<file path="src/rtl/cond_unit_pkg.sv">
// Shared control-path definitions: ARM condition-field encodings and the bit
// positions of the {N,Z,C,V} flags inside the 4-bit flag vector.
package cond_unit_pkg;

  typedef enum logic [3:0] {
    EQ = 4'b0000,
    NE = 4'b0001,
    CS = 4'b0010,
    CC = 4'b0011,
    MI = 4'b0100,
    PL = 4'b0101,
    VS = 4'b0110,
    VC = 4'b0111,
    HI = 4'b1000,
    LS = 4'b1001,
    GE = 4'b1010,
    LT = 4'b1011,
    GT = 4'b1100,
    LE = 4'b1101,
    AL = 4'b1110,
    NV = 4'b1111
  } cond_e;

  localparam int FLAG_N = 3;
  localparam int FLAG_Z = 2;
  localparam int FLAG_C = 1;
  localparam int FLAG_V = 0;

endpackage

</file>
<file path="src/rtl/cond_unit_condcheck.sv">
// Purely combinational condition evaluator: decides whether an instruction with
// condition field i_cond executes, given the architectural flags i_flags.
module condcheck
  import cond_unit_pkg::*;
#(
  parameter logic RESERVED_CONDEX = 1'b0
) (
  input  logic [3:0] i_cond,
  input  logic [3:0] i_flags,
  output logic       o_condEx
);

  logic w_n, w_z, w_c, w_v, w_ge;

  assign w_n  = i_flags[FLAG_N];
  assign w_z  = i_flags[FLAG_Z];
  assign w_c  = i_flags[FLAG_C];
  assign w_v  = i_flags[FLAG_V];
  assign w_ge = (w_n == w_v);

  always_comb begin
    o_condEx = 1'b0;
    case (cond_e'(i_cond))
      EQ:      o_condEx = w_z;
      NE:      o_condEx = ~w_z;
      CS:      o_condEx = w_c;
      CC:      o_condEx = ~w_c;
      MI:      o_condEx = w_n;
      PL:      o_condEx = ~w_n;
      VS:      o_condEx = w_v;
      VC:      o_condEx = ~w_v;
      HI:      o_condEx = w_c & ~w_z;
      LS:      o_condEx = ~w_c | w_z;
      GE:      o_condEx = w_ge;
      LT:      o_condEx = ~w_ge;
      GT:      o_condEx = ~w_z & w_ge;
      LE:      o_condEx = w_z | ~w_ge;
      AL:      o_condEx = 1'b1;
      default: o_condEx = RESERVED_CONDEX;
    endcase
  end

endmodule

</file>
<file path="src/rtl/cond_unit.sv">
// Conditional-execution unit: holds the architectural flags, registers the
// condition-pass bit and gates the main FSM's write requests with it.
module cond_unit
  import cond_unit_pkg::*;
#(
  parameter logic RESERVED_CONDEX = 1'b0
) (
  input  logic       clk,
  input  logic       reset,
  input  logic [3:0] Cond,
  input  logic [3:0] ALUFlags,
  input  logic [1:0] FlagW,
  input  logic       PCS,
  input  logic       NextPC,
  input  logic       RegW,
  input  logic       MemW,
  output logic       PCWrite,
  output logic       RegWrite,
  output logic       MemWrite,
  output logic [3:0] Flags,
  output logic       CondExD
);

  logic [3:0] r_flags;
  logic       r_condExD;
  logic       w_condEx;
  logic [1:0] w_flagWrite;

  condcheck #(
    .RESERVED_CONDEX(RESERVED_CONDEX)
  ) u_condcheck (
    .i_cond   (Cond),
    .i_flags  (r_flags),
    .o_condEx (w_condEx)
  );

  // Flag writes are squashed by the same-cycle condition, evaluated on old flags.
  assign w_flagWrite = FlagW & {2{w_condEx}};

  always_ff @(posedge clk or negedge reset) begin
    if (!reset) begin
      r_flags   <= 4'b0000;
      r_condExD <= 1'b0;
    end else begin
      if (w_flagWrite[1]) begin
        r_flags[FLAG_N] <= ALUFlags[FLAG_N];
        r_flags[FLAG_Z] <= ALUFlags[FLAG_Z];
      end
      if (w_flagWrite[0]) begin
        r_flags[FLAG_C] <= ALUFlags[FLAG_C];
        r_flags[FLAG_V] <= ALUFlags[FLAG_V];
      end
      r_condExD <= w_condEx;
    end
  end

  // NextPC is the fetch increment and must never be blocked by a failed condition.
  assign PCWrite  = (PCS & r_condExD) | NextPC;
  assign RegWrite = RegW & r_condExD;
  assign MemWrite = MemW & r_condExD;
  assign Flags    = r_flags;
  assign CondExD  = r_condExD;

endmodule

</file>
<file path="config.mk">
export PLATFORM = sky130hd
export DESIGN_NAME = cond_unit
export DESIGN_NICKNAME = d
export VERILOG_FILES = /design/src/rtl/cond_unit_pkg.sv /design/src/rtl/cond_unit_condcheck.sv /design/src/rtl/cond_unit.sv
export SDC_FILE = /design/constraint.sdc
export NUM_CORES = 1
export LEC_CHECK = 0
export ABC_AREA = 0
export CAP_MARGIN = 0
export CORE_AREA = 2 2 39 41
export CTS_CLUSTER_DIAMETER = 30
export DETAILED_ROUTE_END_ITERATION = 7
export DIE_AREA = 0 0 41 43
export HOLD_SLACK_MARGIN = 0.1
export MAX_ROUTING_LAYER = met4
export PLACE_DENSITY = 0.66
export SYNTH_ARGS = -nofsm -noshare
export SYNTH_HDL_FRONTEND = slang
export SYNTH_HIERARCHICAL = 1
export SYNTH_SLANG_ARGS = --single-unit
export TNS_END_PERCENT = 10
</file>
<file path="constraint.sdc">
create_clock -name clk -period 2.55 [get_ports clk]
set_input_delay 0.51 -clock clk [delete_from_list [all_inputs] [get_ports clk]]
set_output_delay 0.51 -clock clk [all_outputs]
set_load 0.01 [all_outputs]
</file>
Word-level counts from Yosys, hierarchy flattened:

Cells that the tools add are included.
Widths: inputs -> output; s select.

* bits in registers: 5
* bits of input ports: 16
* output and inout port bits: 8
* logic and storage cells: 34

* equal/unequal tests: 15
* mux-type cells: 1
* bitwise operators: 14
* reductions and logical operators: 1

Operators with widths (number)
* $eq 4x4->1 const B: 7
* $eq 4x3->1 const B: 4
* $pmux 1 s15: 1
* $eq 4x2->1 const B: 2
* $and 1x1->1: 5
* $not 1->1: 5
* $eq 4x1->1 const B: 1
* $logic_not 4->1: 1
* $or 1x1->1: 3
* $and 2x2->2: 1
* $eq 1x1->1: 1

Longest topological paths before layout:

Gate-level depths: netlist (run 1).

* depth after elaboration: 5
* depth in mapped cells: 7
* mapped depth without buffers: 6

Hierarchy:

Netlist (run 1), hierarchy kept.

Modules (own cells, without submodules)
* cond_unit: instances 1, cells an instance 14, area each 197.7 um2
* condcheck: instances 1, cells an instance 28, area each 193.9 um2

Worst setup path after synthesis (run 1):

OpenSTA, ideal clock, no wires.

* kind: input to register
* start point: input Cond[3]
* end point: register r_flags[0] (netlist: Flags[0])
* arrival time: 1811 ps
* required time: 2425 ps
* setup slack: 615 ps
* stages on the path: 7
* buffers on the path: 1
* cell sequence: buf_2 or2b_1 o22ai_1 a211o_1 a211o_1 nand2_1 mux2_2

* word-level cells in the longest chain between the ends: 3
* elaborated cells between the ends (all ways): 17
* classes of those cells: 14 x eq/ne; 1 x mux; 1 x bitwise; 1 x reduce/logical

Ends and longest elaborated chain
* start, declared: RTL line cond_unit.sv:10 `input logic [3:0] Cond,`
* $eq 4x4->1, or another cell as far along: RTL line cond_unit_condcheck.sv:23 `case (cond_e'(i_cond))`
* $pmux 1 s15 (*): RTL line cond_unit_condcheck.sv:23
* named net w_condEx: RTL line cond_unit.sv:26 `logic w_condEx;`
* $and 2x2->2 (*): RTL line cond_unit.sv:38 `assign w_flagWrite = FlagW & {2{w_condEx}};`
* end signal, assigned by index: RTL line cond_unit.sv:46 `r_flags[FLAG_N] <= ALUFlags[FLAG_N];`
* end signal, assigned by index: RTL line cond_unit.sv:47 `r_flags[FLAG_Z] <= ALUFlags[FLAG_Z];`
* end signal, assigned by index: RTL line cond_unit.sv:50 `r_flags[FLAG_C] <= ALUFlags[FLAG_C];`
* end, declared: RTL line cond_unit.sv:24 `logic [3:0] r_flags;`

The timed path passes the listed nets; every way through them passes the cells marked *.
A chain may end at the register's enable or synchronous reset.

Worst setup path after layout (run 1):

* start point: input Cond[2]
* end point: register r_flags[0] (netlist: Flags[0])

Same word-level chain as after synthesis.

==> results of run 1 <==
-- stage by stage --
step,hold slack (ps),utilization,worst slack [ps],cells
after floorplan,214,-,615,42
after global placement,571,0.474,17.0,82
after detailed placement,577,0.474,-70.8,82
after CTS,489,0.493,186,86
after global routing,481,0.493,136,86
final,491,0.493,194,86
-- logic make-up after synthesis --
family,count (synthesis),synth area share
AO/OA/AOI/OAI,12,0.217
XOR/XNOR,2,0.0639
buffers and inverters,2,0.0223
flip-flops,5,0.319
multiplexers,5,0.153
AND/OR/NAND/NOR,16,0.224
-- synthesized netlist by cell type --
library cell and number:
mux2_2 4, o31ai_1 1, nand2b_1 2, nor3b_1 1
a211o_1 2, a21o_1 1, dfrtp_1 5, xnor2_2 1
nor2_1 2, nor2b_1 1, or2b_1 1, a22oi_1 1
o22ai_1 1, mux2_4 1, xor2_1 1, and3b_1 1
nor3_1 2, clkbuf_1 1, a221oi_1 1, and2_1 2
a21oi_1 3, nand2_1 4, buf_2 1, o211ai_1 2
-- placed cells by master (no fill, tap or decap), types with 2 or more instances in the layout --
| cell type | instances |
|---|---|
| nor3_1 | 2 |
| clkbuf_4 | 3 |
| mux2_2 | 4 |
| a211o_1 | 2 |
| buf_4 | 3 |
| and2_1 | 2 |
| o211ai_1 | 2 |
| clkdlybuf4s50_1 | 23 |
| nand2b_1 | 2 |
| nor2_1 | 2 |
| dfrtp_1 | 5 |
| nand2_1 | 4 |
| a21oi_1 | 3 |
-- worst reg2reg max path: cells and delay by family, from the launching register on --
kind / cells / cell delay, ps
flip-flops: 1 / 460
AO/OA/AOI/OAI: 3 / 730
XOR/XNOR: 1 / 240
AND/OR/NAND/NOR: 1 / 110
multiplexers: 1 / 340
-- report_power, final --
part / internal (mW) / total, mW / switching, mW
registers: 0.106 / 0.150 / 0.0447
clock network: 0.0590 / 0.0889 / 0.0299
logic: 0.147 / 0.228 / 0.0808
total: 0.312 / 0.467 / 0.155
-- registers in the layout, indices dropped and copies added (netlist names) --
signal,cells
CondExD,1
Flags,4
-- worst paths after layout --
| path | to | slack [ps] |
|---|---|---|
| setup / recovery | Flags[0]$_DFFE_PN0P_ | 190 |
| hold / removal | Flags[0]$_DFFE_PN0P_ | 490 |
| setup reg to reg | Flags[0]$_DFFE_PN0P_ | 560 |
| hold reg to reg | Flags[1]$_DFFE_PN0P_ | 580 |
| max in group asynchronous | CondExD$_DFF_PN0_ | 1870 |
| min in group clk | Flags[1]$_DFFE_PN0P_ | 580 |
-- per-layer routing --
metal	track usage	part of all wire
met5	-	0
met4	0.100	0
met3	0.0314	0.067
met2	0.213	0.53
met1	0.157	0.40
-- layout make-up --
cell class / count / area, µm²
Timing Repair Buffer: 26 / 253
Fill cell: 140 / 702
Sequential cell: 5 / 125
Tap cell: 16 / 20.0
Clock buffer: 4 / 26.3
Multi-Input combinational cell: 35 / 258
==> run summary, run 1 <==
The tool flagged a number of max-cap violations equal to 0. The vertical die dimension came out at 43 µm. The overall die area came out at 1760 µm².

The synthesized design spends more area on one cell type than any other, namely dfrtp_1. The critical path in this run is classified as input port to flop. The number of gates resized after CTS came out at 0.

The endpoint type of the worst setup path is a flop. The global-route wire length before repair is around 1600 µm. The number of nets in the synthesized netlist is 58. The share of the yosys chip area belonging to registers is 0.319. The average vias per placed instance came out at 4.95. Data arrives at the worst endpoint at 2480 ps. The flow ran to the end, and the final reports show no timing, DRC or antenna violations. After synthesis, the mean cell area works out to 9.32 µm². The worst path required time is 2670 ps.

The flip-flop and latch count after synthesis came out at 5. Among all stages on the critical path, the largest delay is contributed by clkdlybuf4s50_1. The horizontal extent of the die came out at just over 40 µm. For this run, the number of Yosys warnings is 6.

The number of hold violations in the final report came to 0. In this run the number of H-tree levels came out at 1. In this run the core area contains 14 standard-cell rows.

The setup violation total in the final timing report is 0. In this run the static leakage power is 0.281 nW. The first-pass detailed-route iteration total is 2. The summed instance area of the synthesized netlist is 392 µm². Total power for the finished layout comes to 0.467 mW. The core footprint is 1380 µm². The final weighted congestion of routability-driven global placement is about 0.7. The launch point of the worst path is Cond[2]. The number of DRC markers in iteration 0 came out at 1. The worst-skew pair later-pin latency is 240 ps. The count of antenna diodes in the layout came out at 0.

STA classifies the critical path startpoint as an input port. Setup repair after global routing left no endpoint under its margin. The maximum fanout along the worst path came out at 7. Based on the critical path, the design can be clocked at up to 425 MHz. The transition time at the pin with the least slew margin came out at 263 ps.

The reg-to-reg critical path startpoint is Flags[3]$_DFFE_PN0P_. The synthesized instance count is 42. The DRC violation count after routing came out at 0. TritonCTS built the clock tree. The layout cell share with drive strength beyond 1 is 0.171. The via count of the first global-routing pass is 409. Of the post-synthesis cell area, the dominant cell type holds 0.319.

The estimated wirelength of the detail-placed design came out at 820 µm. The hold buffer count at cts came out at 0. The final routed wire length divided by cell count is 11.6 µm. Buffers inserted during clock tree synthesis total 3. The number of sinks on the clock net came out at 5. The kind of cell with the highest combined delay along the critical path is multiplexers. On the worst path, the slowest cell contributes a delay of around 600 ps. The post-CTS setup-driven buffer insertion count came out at 0. The cell depth of the worst flop-to-flop path is 6.

By area the synthesized netlist is led by dfrtp_1 32%, mux2_2 12%, a211o_1 4.5%. The tree is rooted in a clkbuf_4. The number of antenna violations at the first check in global routing is 0. The headroom to the max-slew limit is 0.825.

The cell count along the critical path came out at 7. In this run the power density over the cells is between 600 and 700 nW/µm². The buffering stage count on the worst path with inverters included is 1. The layout net count is 87.

The area growth from synthesis to layout is 74.1%. The overall routing resource usage is 0.142. The initial utilization of the core area, before any placement, comes to 0.283.

The worst hold path belongs to the class input port to async pin. Across all layers, the routed design uses 426 vias. The design area is 682 µm².

The number of buffers added on ports is 23. The number of nets still failing antenna checks after routing came out at 0. The setup TNS came out at 0 ps. In the finished design, the share of the clock period the worst path needs comes to 0.924. After layout, the minimum clock period comes to 2360 ps. The post-route clock skew is 1.29 ps. IR analysis of the VDD net gives a maximum drop of 358 µV. Counting along the longest clock path gives a buffer depth of 2. During I/O placement, the number of pins put on the boundary was 24. Entering global routing, the biggest net connects 8 pins.

The overall overflow remaining after global route came out at 0. The clock slew seen by the registers of the worst setup and hold paths came out at 40 ps. The max-slew violation count is 0. The distinct cell type count after synthesis came out at 24. Walking the worst path, the cells encountered are clkdlybuf4s50_1 > mux2_4 > a21oi_1 > o211ai_1 > a211o_1 > nand2_1 > mux2_2. The total placed instance area came out at about 660 µm². The overall routed net length came out at 998 µm.
No activity file was read; power rests on OpenSTA's default activity.
==> run 2, diff against run 1 <==
SLEW_MARGIN = 20   (was not set)
==> results of run 2 <==
No change in the layout: final DEF, timing and power equal those of run 1.
